===== src/rtl/lin_pkg.sv =====
// Shared definitions for the LIN responder: state encoding, slot counts,
// header error codes and the PID parity helper.
package lin_pkg;

    typedef enum logic [2:0] {
        ST_IDLE,
        ST_SYNC,
        ST_PID,
        ST_CHECK,
        ST_GAP,
        ST_TX,
        ST_DONE
    } resp_state_t;

    localparam int SYNC_SLOTS = 10;
    localparam int PID_SLOTS  = 11;
    localparam int BYTE_SLOTS = 10;

    localparam logic [1:0] ERR_SYNC   = 2'b01;
    localparam logic [1:0] ERR_PARITY = 2'b10;

    // Returns {p1, p0} for a 6-bit frame identifier.
    function automatic logic [1:0] lin_parity(input logic [5:0] id);
        lin_parity = {id[1] ^ id[3] ^ id[4] ^ id[5],
                      id[0] ^ id[1] ^ id[2] ^ id[4]};
    endfunction

endpackage


===== src/rtl/lin_checksum.sv =====
// LIN checksum accumulator: 8-bit add with end-around carry, output inverted.
// clr has priority over seed_en, which has priority over add_en.
module lin_checksum (
    input  logic       sys_clk,
    input  logic       rst,
    input  logic       clr,
    input  logic       seed_en,
    input  logic [7:0] seed,
    input  logic       add_en,
    input  logic [7:0] add_byte,
    output logic [7:0] chk
);

    logic [7:0] sum;
    logic [8:0] s_add;

    // A carry out of bit 7 is folded back into bit 0; the fold cannot overflow again.
    assign s_add = {1'b0, sum} + {1'b0, add_byte};
    assign chk   = ~sum;

    // Accumulator register.
    always_ff @(posedge sys_clk or posedge rst) begin
        if (rst) begin
            sum <= 8'h00;
        end else if (clr) begin
            sum <= 8'h00;
        end else if (seed_en) begin
            sum <= seed;
        end else if (add_en) begin
            sum <= s_add[7:0] + {7'd0, s_add[8]};
        end
    end

endmodule


===== src/rtl/lin_resp.sv =====
// LIN responder: hunts for break + delimiter, checks sync and PID, then sends
// NUM_BYTES data bytes and a checksum, holding resp_busy for the commander.
// Define LIN_ENHANCED_CHECKSUM_EN to seed the checksum with the protected PID.
// Handshake: resp_busy rises after an accepted PID check with resp_en high and
// falls in the cycle resp_tx_done pulses; the commander waits for the fall.
module lin_resp
    import lin_pkg::*;
#(
    parameter int NUM_BYTES = 2,
    parameter int BREAK_MIN = 13,
    parameter int RESP_GAP  = 2
) (
    input  logic                   sys_clk,
    input  logic                   rst,
    input  logic                   sdi_resp,
    input  logic                   resp_en,
    input  logic [8*NUM_BYTES-1:0] resp_data,
    output logic                   sdo_resp,
    output logic                   resp_busy,
    output logic [5:0]             pid_out,
    output logic                   pid_valid,
    output logic                   hdr_err,
    output logic [1:0]             err_code,
    output logic                   resp_tx_done
);

    localparam int LW = $clog2(BREAK_MIN + 1);
    localparam int GW = $clog2(RESP_GAP + 1);
    localparam logic [LW-1:0] BRK_MAX   = LW'(BREAK_MIN);
    localparam logic [GW-1:0] GAP_LOAD  = GW'(RESP_GAP - 1);
    localparam logic [3:0]    LAST_BYTE = 4'(NUM_BYTES);
    localparam logic [3:0]    SYNC_END  = 4'(SYNC_SLOTS - 1);
    localparam logic [3:0]    PID_END   = 4'(PID_SLOTS - 1);
    localparam logic [3:0]    BYTE_END  = 4'(BYTE_SLOTS - 1);

    resp_state_t            state, next_state;
    logic [LW-1:0]          low_cnt;
    logic [3:0]             slot_cnt;
    logic [3:0]             byte_idx;
    logic [GW-1:0]          gap_cnt;
    logic [5:0]             hdr_id;
    logic [1:0]             hdr_par;
    logic [8*NUM_BYTES-1:0] data_sr;
    logic                   pid_bad;
    logic                   par_ok;
    logic                   sync_err;
    logic                   start_resp;
    logic                   tx_last;
    logic [7:0]             chk;
    logic [7:0]             tx_byte;
    logic [7:0]             seed;
    logic [2:0]             bit_idx;

    assign par_ok     = (lin_parity(hdr_id) == hdr_par);
    assign start_resp = (state == ST_CHECK) && par_ok && resp_en;
    assign tx_last    = (state == ST_TX) && (slot_cnt == BYTE_END) && (byte_idx == LAST_BYTE);
    assign tx_byte    = (byte_idx == LAST_BYTE) ? chk : data_sr[7:0];
    assign bit_idx    = 3'(slot_cnt - 4'd1);

`ifdef LIN_ENHANCED_CHECKSUM_EN
    assign seed = {lin_parity(hdr_id), hdr_id};
`else
    assign seed = 8'h00;
`endif

    // State register.
    always_ff @(posedge sys_clk or posedge rst) begin
        if (rst) begin
            state <= ST_IDLE;
        end else begin
            state <= next_state;
        end
    end

    // Next-state logic and header slot checks.
    always_comb begin
        next_state = state;
        pid_bad    = 1'b0;
        sync_err   = 1'b0;
        case (slot_cnt)
            4'd0:    pid_bad = sdi_resp;
            4'd7:    pid_bad = (sdi_resp != hdr_id[5]);
            4'd10:   pid_bad = !sdi_resp;
            default: pid_bad = 1'b0;
        endcase
        case (state)
            ST_IDLE: begin
                if (sdi_resp && (low_cnt == BRK_MAX)) next_state = ST_SYNC;
            end
            ST_SYNC: begin
                if (sdi_resp != slot_cnt[0]) begin
                    sync_err   = 1'b1;
                    next_state = ST_IDLE;
                end else if (slot_cnt == SYNC_END) begin
                    next_state = ST_PID;
                end
            end
            ST_PID: begin
                if (pid_bad) begin
                    sync_err   = 1'b1;
                    next_state = ST_IDLE;
                end else if (slot_cnt == PID_END) begin
                    next_state = ST_CHECK;
                end
            end
            ST_CHECK: begin
                if (start_resp) next_state = (RESP_GAP == 1) ? ST_TX : ST_GAP;
                else            next_state = ST_IDLE;
            end
            ST_GAP: begin
                if (gap_cnt <= GW'(1)) next_state = ST_TX;
            end
            ST_TX: begin
                if (tx_last) next_state = ST_DONE;
            end
            ST_DONE: next_state = ST_IDLE;
            default: next_state = ST_IDLE;
        endcase
    end

    // Counters, header capture, payload shifter and registered outputs.
    always_ff @(posedge sys_clk or posedge rst) begin
        if (rst) begin
            low_cnt      <= '0;
            slot_cnt     <= 4'd0;
            byte_idx     <= 4'd0;
            gap_cnt      <= '0;
            hdr_id       <= 6'd0;
            hdr_par      <= 2'd0;
            data_sr      <= '0;
            pid_out      <= 6'd0;
            pid_valid    <= 1'b0;
            hdr_err      <= 1'b0;
            err_code     <= 2'b00;
            resp_busy    <= 1'b0;
            resp_tx_done <= 1'b0;
        end else begin
            pid_valid    <= 1'b0;
            hdr_err      <= 1'b0;
            resp_tx_done <= tx_last;

            if (state == ST_IDLE) begin
                if (sdi_resp)                low_cnt <= '0;
                else if (low_cnt != BRK_MAX) low_cnt <= low_cnt + LW'(1);
            end else begin
                low_cnt <= '0;
            end

            if (state != next_state) begin
                slot_cnt <= 4'd0;
            end else if (state == ST_TX && slot_cnt == BYTE_END) begin
                slot_cnt <= 4'd0;
                byte_idx <= byte_idx + 4'd1;
                data_sr  <= data_sr >> 8;
            end else if (state == ST_SYNC || state == ST_PID || state == ST_TX) begin
                slot_cnt <= slot_cnt + 4'd1;
            end

            if (state == ST_PID) begin
                if (slot_cnt >= 4'd1 && slot_cnt <= 4'd6) hdr_id <= {sdi_resp, hdr_id[5:1]};
                if (slot_cnt == 4'd8) hdr_par[0] <= sdi_resp;
                if (slot_cnt == 4'd9) hdr_par[1] <= sdi_resp;
            end

            if (sync_err) begin
                hdr_err  <= 1'b1;
                err_code <= ERR_SYNC;
            end

            if (state == ST_CHECK) begin
                byte_idx <= 4'd0;
                gap_cnt  <= GAP_LOAD;
                if (!par_ok) begin
                    hdr_err  <= 1'b1;
                    err_code <= ERR_PARITY;
                end else begin
                    pid_valid <= 1'b1;
                    pid_out   <= hdr_id;
                end
            end

            if (state == ST_GAP) gap_cnt <= gap_cnt - GW'(1);

            if (start_resp) begin
                data_sr   <= resp_data;
                resp_busy <= 1'b1;
            end else if (tx_last) begin
                resp_busy <= 1'b0;
            end
        end
    end

    // Serial output: start 0, eight data bits LSB first, stop 1; idle high.
    always_comb begin
        sdo_resp = 1'b1;
        if (state == ST_TX) begin
            if (slot_cnt == 4'd0)          sdo_resp = 1'b0;
            else if (slot_cnt == BYTE_END) sdo_resp = 1'b1;
            else                           sdo_resp = tx_byte[bit_idx];
        end
    end

    lin_checksum u_checksum (
        .sys_clk  (sys_clk),
        .rst      (rst),
        .clr      (state == ST_IDLE),
        .seed_en  (state == ST_CHECK),
        .seed     (seed),
        .add_en   ((state == ST_TX) && (slot_cnt == 4'd0) && (byte_idx != LAST_BYTE)),
        .add_byte (data_sr[7:0]),
        .chk      (chk)
    );

endmodule


===== config.mk =====
export PLATFORM = sky130hd
export DESIGN_NAME = lin_resp
export DESIGN_NICKNAME = d
export VERILOG_FILES = /design/src/rtl/lin_pkg.sv /design/src/rtl/lin_checksum.sv /design/src/rtl/lin_resp.sv
export SDC_FILE = /design/constraint.sdc
export NUM_CORES = 1
export LEC_CHECK = 0
export CAP_MARGIN = 40
export CELL_PAD_IN_SITES_DETAIL_PLACEMENT = 1
export CELL_PAD_IN_SITES_GLOBAL_PLACEMENT = 1
export CORE_MARGIN = 3
export CORE_UTILIZATION = 45
export CTS_CLUSTER_SIZE = 16
export DETAILED_ROUTE_END_ITERATION = 12
export DONT_BUFFER_PORTS = 1
export GPL_TIMING_DRIVEN = 0
export PLACE_DENSITY_LB_ADDON = 0.1
export RECOVER_POWER = 100
export SETUP_SLACK_MARGIN = 0.05
export SYNTH_ARGS = -nofsm -noshare
export SYNTH_HDL_FRONTEND = slang
export SYNTH_SLANG_ARGS = --single-unit

===== constraint.sdc =====
create_clock -name sys_clk -period 3.3 [get_ports sys_clk]
set_input_delay 0.33 -clock sys_clk [delete_from_list [all_inputs] [get_ports sys_clk]]
set_output_delay 0.33 -clock sys_clk [all_outputs]
set_load 0.005 [all_outputs]

======== Yosys cells after proc, flatten, opt, wreduce, memory -nomap -nowiden ========
Cells that the tools add are included.
word-level totals
  register bits after elaboration ......... 61
  bits in latches ......................... 0
  bits in writable memories ............... 0
  ROM bits ................................ 0
  input bits .............................. 20
  output and inout bits ................... 13
  word-level logic and storage cells ...... 125
  memories ................................ 0
operators by class
  add/subtract/negate cells ............... 7
  multipliers ............................. 0
  div/mod/pow operators ................... 0
  magnitude comparators ................... 4
  eq/ne operators ......................... 20
  shift-type cells ........................ 0
  mux-type cells .......................... 46
  bitwise operators ....................... 7
  reduce and logical (&&, ||, !) cells .... 25
operators by type and width
  cell                                                                   count
  16-bit two-way mux                                                     3
  4-bit two-way mux                                                      9
  8-bit two-way mux                                                      4
  3-bit two-way mux                                                      8
  3-bit case mux with 6 select lines                                     1
  4-bit equality test, second input constant                             4
  1-bit two-way mux                                                      13
  4-bit by 1-bit adder with 4-bit output, second input constant          3
  2-bit AND reduction                                                    6
  2-bit two-way mux                                                      5
  8-bit by 8-bit adder with 9-bit output                                 1
  8-bit by 1-bit adder with 8-bit output                                 1
  1-bit logical AND                                                      8
  8-bit inverter                                                         1
  2-bit nonzero test                                                     4
  3-bit by 2-bit equality test with 1-bit output, second input constant  2
  3-bit equality test, second input constant                             2
  3-bit nonzero test                                                     2
  1-bit bitwise XOR                                                      6
  4-bit by 2-bit equality test with 1-bit output, second input constant  1
  4-bit by 3-bit equality test with 1-bit output, second input constant  1
  4-bit by 1-bit >= comparator with 1-bit output, second input constant  1
  4-bit by 3-bit <= comparator with 1-bit output, second input constant  1
  4-bit logical NOT                                                      1
  19 further kinds                                                       21

======== Logic depth before layout (Yosys ltp) ========
Gate-level depths: netlist (run 1).
  word-level depth ........................ 11
  gate-level depth with buffers ........... 14
  mapped depth without buffers ............ 14

======== Cells and area by module ========
From an unflattened synthesis (run 1), not the netlist that was laid out.
unflattened totals
  cell total of the unflattened synthesis .. 396
  area total of the unflattened synthesis .. 3860.0 sq um
modules (own cells, without submodules)
  module        instances  cells each  area each (sq um)
  lin_resp      1          288         2947.8
  lin_checksum  1          108         912.1

======== Worst setup path after synthesis (run 1) ========
OpenSTA, ideal clock, no wires.
  path type ............................... register -> register
  start ................................... register data_sr[3]
  end ..................................... register u_checksum.sum[5]
  library setup time ...................... 0.121 ns
  arrival time ............................ 2.516 ns
  data required time ...................... 3.179 ns
  path slack .............................. 0.663 ns
  stages on the path, launching flop included .. 12
  buffers on the path ..................... 0
  period minus slack after synthesis ...... 2.637 ns
  path through ............................ dfrtp_1 -> ha_1 -> or2_2 -> o221a_2 -> o31a_1 -> o21ai_0 -> nand2b_1 -> ha_1 -> and3_1 -> and3_1 -> xor2_1 -> a22o_1
between the ends
  word-level cells in the longest chain between the ends .. 5
RTL lines
  element                                 line                RTL
  start: declaration                      lin_resp.sv:43      logic [8*NUM_BYTES-1:0] data_sr;
  start signal: assignment                lin_resp.sv:154     data_sr <= data_sr >> 8;
  start signal: assignment                lin_resp.sv:185     data_sr <= resp_data;
  8-bit by 8-bit adder with 9-bit output  lin_checksum.sv:18  assign s_add = {1'b0, sum} + {1'b0, add_byte};
  8-bit by 1-bit adder with 8-bit output  lin_checksum.sv:30  sum <= s_add[7:0] + {7'd0, s_add[8]};
  8-bit two-way mux                       lin_checksum.sv:29  end else if (add_en) begin
  8-bit two-way mux                       lin_checksum.sv:27  end else if (seed_en) begin
  8-bit two-way mux                       lin_checksum.sv:25  end else if (clr) begin
  end signal: assignment                  lin_checksum.sv:30
  end: declaration                        lin_checksum.sv:14  logic [7:0] sum;
Every way passes these cells. The select of a mux whose other input is x is not followed.
A chain may end at the register's enable or synchronous reset.

======== Final worst setup path (run 1) ========
Ends and elaborated chain as after synthesis.

==> results of run 1 <==
[final timing paths]
kind | cells after the start | endpoint | slack, ns
min | 2 | data_sr[12]$_DFFE_PP0P_ | 0.12
min in group asynchronous | 2 | err_code[1]$_DFF_PP0_ | 0.68
max reg2reg | 11 | u_checksum.sum[5]$_DFFE_PP0P_ | 0.30
max | 11 | u_checksum.sum[5]$_DFFE_PP0P_ | 0.30
min reg2reg | 1 | gap_cnt[1]$_DFFE_PP0P_ | 0.44
max in group asynchronous | 3 | data_sr[7]$_DFFE_PP0P_ | 0.61
[power by group through the flow]
stage / clock network [mW] / registers [mW] / logic, mW
after global placement: 0 / 0.905 / 1.11
after global routing: 0.750 / 0.906 / 1.31
after floorplan: 0 / 0.884 / 0.920
after CTS: 0.712 / 0.893 / 1.17
final: 0.696 / 0.894 / 1.15
after detailed placement: 0 / 0.907 / 1.16
[state kept, by name, summed over array words and instances, names as in the netlist, 2 cells and up]
name            flops
slot_cnt            4
gap_cnt             2
err_code            2
byte_idx            4
state               3
data_sr            16
pid_out             6
hdr_par             2
hdr_id              6
low_cnt             4
u_checksum.sum      8
[worst register-to-register path, cell delays in order (launching register included)]
cell and delay [ns]:
dfrtp_1 0.43, ha_1 0.29, or2_2 0.32, o221a_2 0.26, o31a_1 0.26, o21ai_0 0.17, nand2b_1 0.13, ha_1 0.24
and3_1 0.20, and3_1 0.23, xor2_1 0.17, a22o_1 0.18
[cell usage in the layout (no fill, tap or decap), drive strengths merged, types with 4 or more instances in the layout]
master	n
dfrtp	61
nor2	45
nand2	32
nand3	27
a21oi	22
o21ai	21
inv	20
clkbuf	20
ha	19
mux2	14
mux2i	9
xnor2	8
nor2b	7
a22o	7
nor3	7
a211oi	6
xor2	6
and2	4
o22ai	4
nand2b	4
[area by class of cell]
cell class | instances | area share
plain buffers | 12 | 0.0137
well taps | 102 | 0.0324
inverters | 17 | 0.0162
clock buffers | 9 | 0.0315
flip-flops and latches | 61 | 0.388
repair buffers | 3 | 0.00667
clock inverters | 7 | 0.0207
multi-input cells | 285 | 0.491
[logic make-up (layout without fill, tap and decap cells)]
kind of cell | after synthesis | after routing
AOI/OAI and AO/OA | 81 | 81
xor gates and xnor gates | 16 | 16
adders and majority gates | 20 | 20
buffers and inverters | 29 | 48
DFF | 61 | 61
muxes | 24 | 24
and+or+nand+nor | 144 | 144
[routing by layer]
layer | vias up | GRT usage | part of all wire
met2 | 55 | 0.312 | 0.46
met3 | 7 | 0.0521 | 0.039
met1 | 1418 | 0.303 | 0.49
met4 | 0 | 0.0604 | 0.011
met5 | - | 0 | 0
li1 | 1366 | - | -
==> metrics.txt, run 1 <==
cell count after placement 479; number of cells produced by synthesis between 300 and 400; weighted congestion reported at the end of routability-driven placement around 0.84; portion of total power attributed to sequential cells 0.326; horizontal extent of the die between 90 and 100 µm; hold crit path type in2reg; Layout Skew 0.00876 ns; leftover overflow at the end of global routing 0; biggest fanout along the worst timing path 6; worst slew slack as a fraction of its limit -0.0149; H-tree lvl count 3; final critical-path required period about 3 ns; DR vias approximately 2.8k; switching portion of total power 0.396; register cell area after layout between 1500 and 2000 µm²; pin count of the biggest net entering global routing 34; Vias per Instance approximately 5.7; relative contribution of combinational cells to total power 0.419; unrepaired setup endpoints after global routing false; Clock power frac 0.254; antenna violations before repair 0; wire length of the first global-routing pass around 15000 µm; floorplan die area just over 9000 µm²; worst stage delay on the critical path 0.43 ns; clock input transition at the sequential cells of the worst setup and hold paths approximately 0.080 ns; share of synthesized area spent on multiplexers 0.0748; DR pass1 iterations 4; placed standard-cell area approximately 3800 µm²; family with the most delay on the worst path simple AND/OR/NAND/NOR gates; total I/O pin count 33; ranking of synthesized cells by instance count dfrtp_1 (61), nor2_1 (44), nand2_1 (32); final count of negative-setup-slack endpoints 0; Post-Synthesis Mean Instance Area around 9.6 µm²; combined area of the multi-input logic cells between 1500 and 2000 µm²; utilization after layout 0.507; FF-to-FF Start data_sr[3]$_DFFE_PP0P_; cell types with the largest area share after synthesis dfrtp_1 (42%), ha_1 (6.6%), nor2_1 (4.6%); final antenna-violating net count 0; ratio of total power to cell area 695 nW/µm²; quantity of hold-fixing buffers added after cts 1; dpl ws 0.320 ns; Inserted Clock Buffers 9; transition time at the pin with the least slew margin 1.52 ns; antenna diode count 0; total nets after synthesis approximately 420; core box area 7770 µm²; height of the die 95.6 µm; Final HPWL DP 6470 µm; TritonCTS clock tree done; post-synthesis compound-gate area fraction 0.148; dominant combinational cell family by area after synthesis simple AND/OR/NAND/NOR gates; xor/xnor share of the synthesized area 0.0471; number of violations of the max-capacitance limit 1; DRT Wirelength between 8000 and 9000 µm; number of max-slew violations in the final report 34; yosys warns 0; count of state elements after synthesis 61; share of final-layout standard cells stronger than drive strength 1 0.107; basic-gate share of the synthesized area counting and, or, nand and nor cells 0.199; arrival time of data at the critical path endpoint around 3.2 ns; result of the run finished with violations; EDFF count, synth 0; maximum clock frequency roughly 0.33 GHz; Layout fillers ~910; non-filler cells in the finished layout a little under 500; total negative slack 0 ns; sequential element share of the synthesized area 0.422; worst hold start resp_data[12]; area added between synthesis and finish 8.93%; final-stage net count ~430; Post-synth ARST share 1.00; number of hold violations in the final report 0; cell area after layout ~4000 µm²; Synth Cell Area between 3000 and 4000 µm²; post-synthesis share of cell area spent on full adders, half adders and majority gates 0.0713; Total Power Consumption between 2 and 3 mW; chain of cells forming the critical path ha_1 -> or2_2 -> o221a_2 -> o31a_1 -> o21ai_0 -> nand2b_1 -> ha_1 -> and3_1 -> and3_1 -> xor2_1 -> a22o_1; minimum hold slack 0.121 ns; number of setup buffers added after CTS 0; post-layout worst setup margin approximately 0.3 ns; final worst-path cycle share 0.908; DRC violation total after the first TritonRoute iteration 120; Max Buffers Root-to-Sink 2; main flop type after synthesis dfrtp_1; later-pin clock latency in the skew report about 0.34 ns; Netlist cell types 59; most repeated cell in the gate-level netlist after synthesis dfrtp_1; number of global-route vias before repair between 2k and 3k; violated checks max-capacitance violations, max-slew violations; worst voltage drop across the vdd grid a little under 0.3 mV; number of clock sinks roughly 60; Lkg Pwr roughly 1.9 nW; fraction of post-synthesis cell area in the top cell type by area 0.422; GRT Util Overall 0.210; category of the worst setup path launch point register; DRC errors left 0; largest area contributor in the synthesized netlist dfrtp_1; data required time at the worst endpoint 3.53 ns; post-detailed-route wirelength per cell around 18 µm; switching pwr between 1 and 1.5 mW; number of instances resized during post-cts repair 0; launch point of the worst path data_sr[3]$_DFFE_PP0P_; initial core utilization 0.465; FP Rows 32; CTS Root Buffer Type clkbuf_8; P_int roughly 1.7 mW; critical path's slowest cell dfrtp_1; endpoint class of the critical path register; I/O Buffers 0; Setup Crit Path Kind reg2reg; WP buf/inv 0
Note: power is estimated with default switching activity, not from simulation.
==> inputs of run 2 (changes only) <==
- CORE_ASPECT_RATIO: default -> 0.5
- SKIP_CTS_REPAIR_TIMING: default -> 1
==> metrics.txt, run 2 (same netlist as run 1, synthesis figures left out) <==
Biggest register data_sr; Total Power Consumption 3.10 mW (+13%); antenna violations before repair 0 (unchanged); share of final-layout standard cells stronger than drive strength 1 0.101 (-0.00533); final worst-path cycle share 0.938 (+0.0302); Setup Crit Path Kind reg2reg; final count of negative-setup-slack endpoints 0 (unchanged); biggest regs data_sr (16), u_checksum.sum (8); category of the worst setup path launch point register; result of the run finished, final reports clean; Lkg Pwr 1.91 nW (+2.2%); hold crit path type in2reg; number of clock sinks 61 (unchanged); leftover overflow at the end of global routing 0 (unchanged); height of the die 69.4 µm (-27%); Final HPWL DP 6980 µm (+8.0%); horizontal extent of the die 133 µm (+39%); DRC errors left 0 (unchanged); post-detailed-route wirelength per cell 19.1 µm (+8.6%); maximum clock frequency 0.323 GHz (-3.2%); unrepaired setup endpoints after global routing false; arrival time of data at the critical path endpoint 3.32 ns (+0.09 ns); worst slew slack as a fraction of its limit 0.332 (+0.347); weighted congestion reported at the end of routability-driven placement 0.841 (about the same); transition time at the pin with the least slew margin 1.00 ns (-0.517 ns); biggest fanout along the worst timing path 3 (-3); DRT Wirelength 9610 µm (+10%); Inserted Clock Buffers 9 (unchanged); Layout fillers 872 (-4.4%); final-stage net count 430 (+0.23%); total I/O pin count 33 (unchanged); antenna diode count 0 (unchanged); initial core utilization 0.478 (+0.0122); Max Buffers Root-to-Sink 2 (unchanged); final critical-path required period 3.10 ns (+0.0998 ns); DR pass1 iterations 4 (unchanged); later-pin clock latency in the skew report 0.34 ns (about the same); Vias per Instance 5.74 (about the same); CTS Root Buffer Type clkbuf_16; clock input transition at the sequential cells of the worst setup and hold paths 0.06 ns (-0.02 ns); DR vias 2887 (+1.4%); wire length of the first global-routing pass 16100 µm (+8.6%); core box area 7570 µm² (-2.5%); Largest register FFs 16 (unchanged); data required time at the worst endpoint 3.52 ns (about the same); total negative slack 0 ns (unchanged); TritonCTS clock tree done; ratio of total power to cell area 765 nW/µm² (+10%); Layout Skew 0.00767 ns (-0.00109 ns); worst voltage drop across the vdd grid 0.334 mV (+13%); number of violations of the max-capacitance limit 0 (-1); most frequent cells in the layout dfrtp_1 (61), nor2_1 (45), nand2_1 (32); number of max-slew violations in the final report 0 (-100%); final antenna-violating net count 0 (unchanged); I/O Buffers 0 (unchanged); number of hold violations in the final report 0 (unchanged); most common cell after layout, fill and taps aside dfrtp_1; H-tree lvl count 3 (unchanged); endpoint class of the critical path register; utilization after layout 0.535 (+0.0283); number of global-route vias before repair 3165 (+7.6%); floorplan die area 9210 µm² (+0.72%); GRT Util Overall 0.222 (+0.0120); DRC violation total after the first TritonRoute iteration 159 (+33%); pin count of the biggest net entering global routing 40 (+18%); FP Rows 22 (-31%); area added between synthesis and finish 12.1%
## run 2: cell types whose count changed in the layout (fill, tap and decap cells not counted), moves of 2 or more
cell	change
clkbuf_1	+3
clkbuf_16	+9
clkbuf_8	-9
clkinv_4	-2
inv_6	-3
## run 2: path summary, 6_finish.rpt
| path | startpoint | endpoint | slack (ns) | cells after the start |
|---|---|---|---|---|
| worst max-delay path | data_sr[0]$_DFFE_PP0P_ | u_checksum.sum[5]$_DFFE_PP0P_ | 0.20 | 13 |
| worst min-delay path | resp_data[8] | data_sr[8]$_DFFE_PP0P_ | 0.14 | 2 |
| worst max register to register | data_sr[0]$_DFFE_PP0P_ | u_checksum.sum[5]$_DFFE_PP0P_ | 0.20 | 13 |
| worst min register to register | gap_cnt[1]$_DFFE_PP0P_ | gap_cnt[1]$_DFFE_PP0P_ | 0.45 | 1 |
| max in group asynchronous | rst | byte_idx[3]$_DFFE_PP0P_ | 1.21 | 3 |
| min in group asynchronous | rst | pid_out[3]$_DFFE_PP0N_ | 0.60 | 2 |
## run 2: cell type report
type / instances / area (µm²) / share of cell area
multi-input combinational: 285 / 1940 / 0.478
sequential: 61 / 1530 / 0.377
clock buffer: 12 / 236 / 0.0584
tap: 108 / 135 / 0.0334
clock inverter: 4 / 72.6 / 0.0179
inverter: 17 / 63.8 / 0.0158
buffer: 12 / 53.8 / 0.0133
timing repair buffer: 4 / 26.3 / 0.00649
## run 2: layer usage
metal	vias to the layer above	track usage	wire length, µm
met5	-	0	0
met4	0	0.0703	148
met3	18	0.0696	424
met2	51	0.359	4570
met1	1451	0.287	4460
li1	1367	-	-
## run 2: where the power goes
part | internal, mW | total [mW] | leakage [nW] | switching [mW]
Combinational | 0.483 | 1.20 | 0.986 | 0.717
Clock | 0.660 | 1.00 | 0.147 | 0.341
Sequential | 0.820 | 0.898 | 0.777 | 0.0779
Total | 1.96 | 3.10 | 1.91 | 1.14
## run 2: worst max-delay path: stages (launching register included)
cell      delay (ns)
dfrtp_1         0.42
ha_1            0.23
inv_1           0.08
fa_1            0.21
nor2b_1         0.08
o221a_2         0.27
o31a_1          0.26
o21ai_0         0.26
nand2b_1        0.13
ha_1            0.24
and3_1          0.20
and3_1          0.24
xor2_1          0.18
a22o_1          0.19
## run 2: stage by stage
step / instances / setup WS (ns) / hold slack, ns / area (µm²)
after floorplan: 375 / 0.663 / 0.414 / 3610
after global placement: 483 / 0.362 / 0.425 / 3750
after detailed placement: 485 / 0.287 / 0.272 / 3770
after CTS: 501 / 0.228 / -0.0826 / 4080
after global routing: 503 / 0.0474 / 0.141 / 4050
final: 503 / 0.203 / 0.136 / 4050
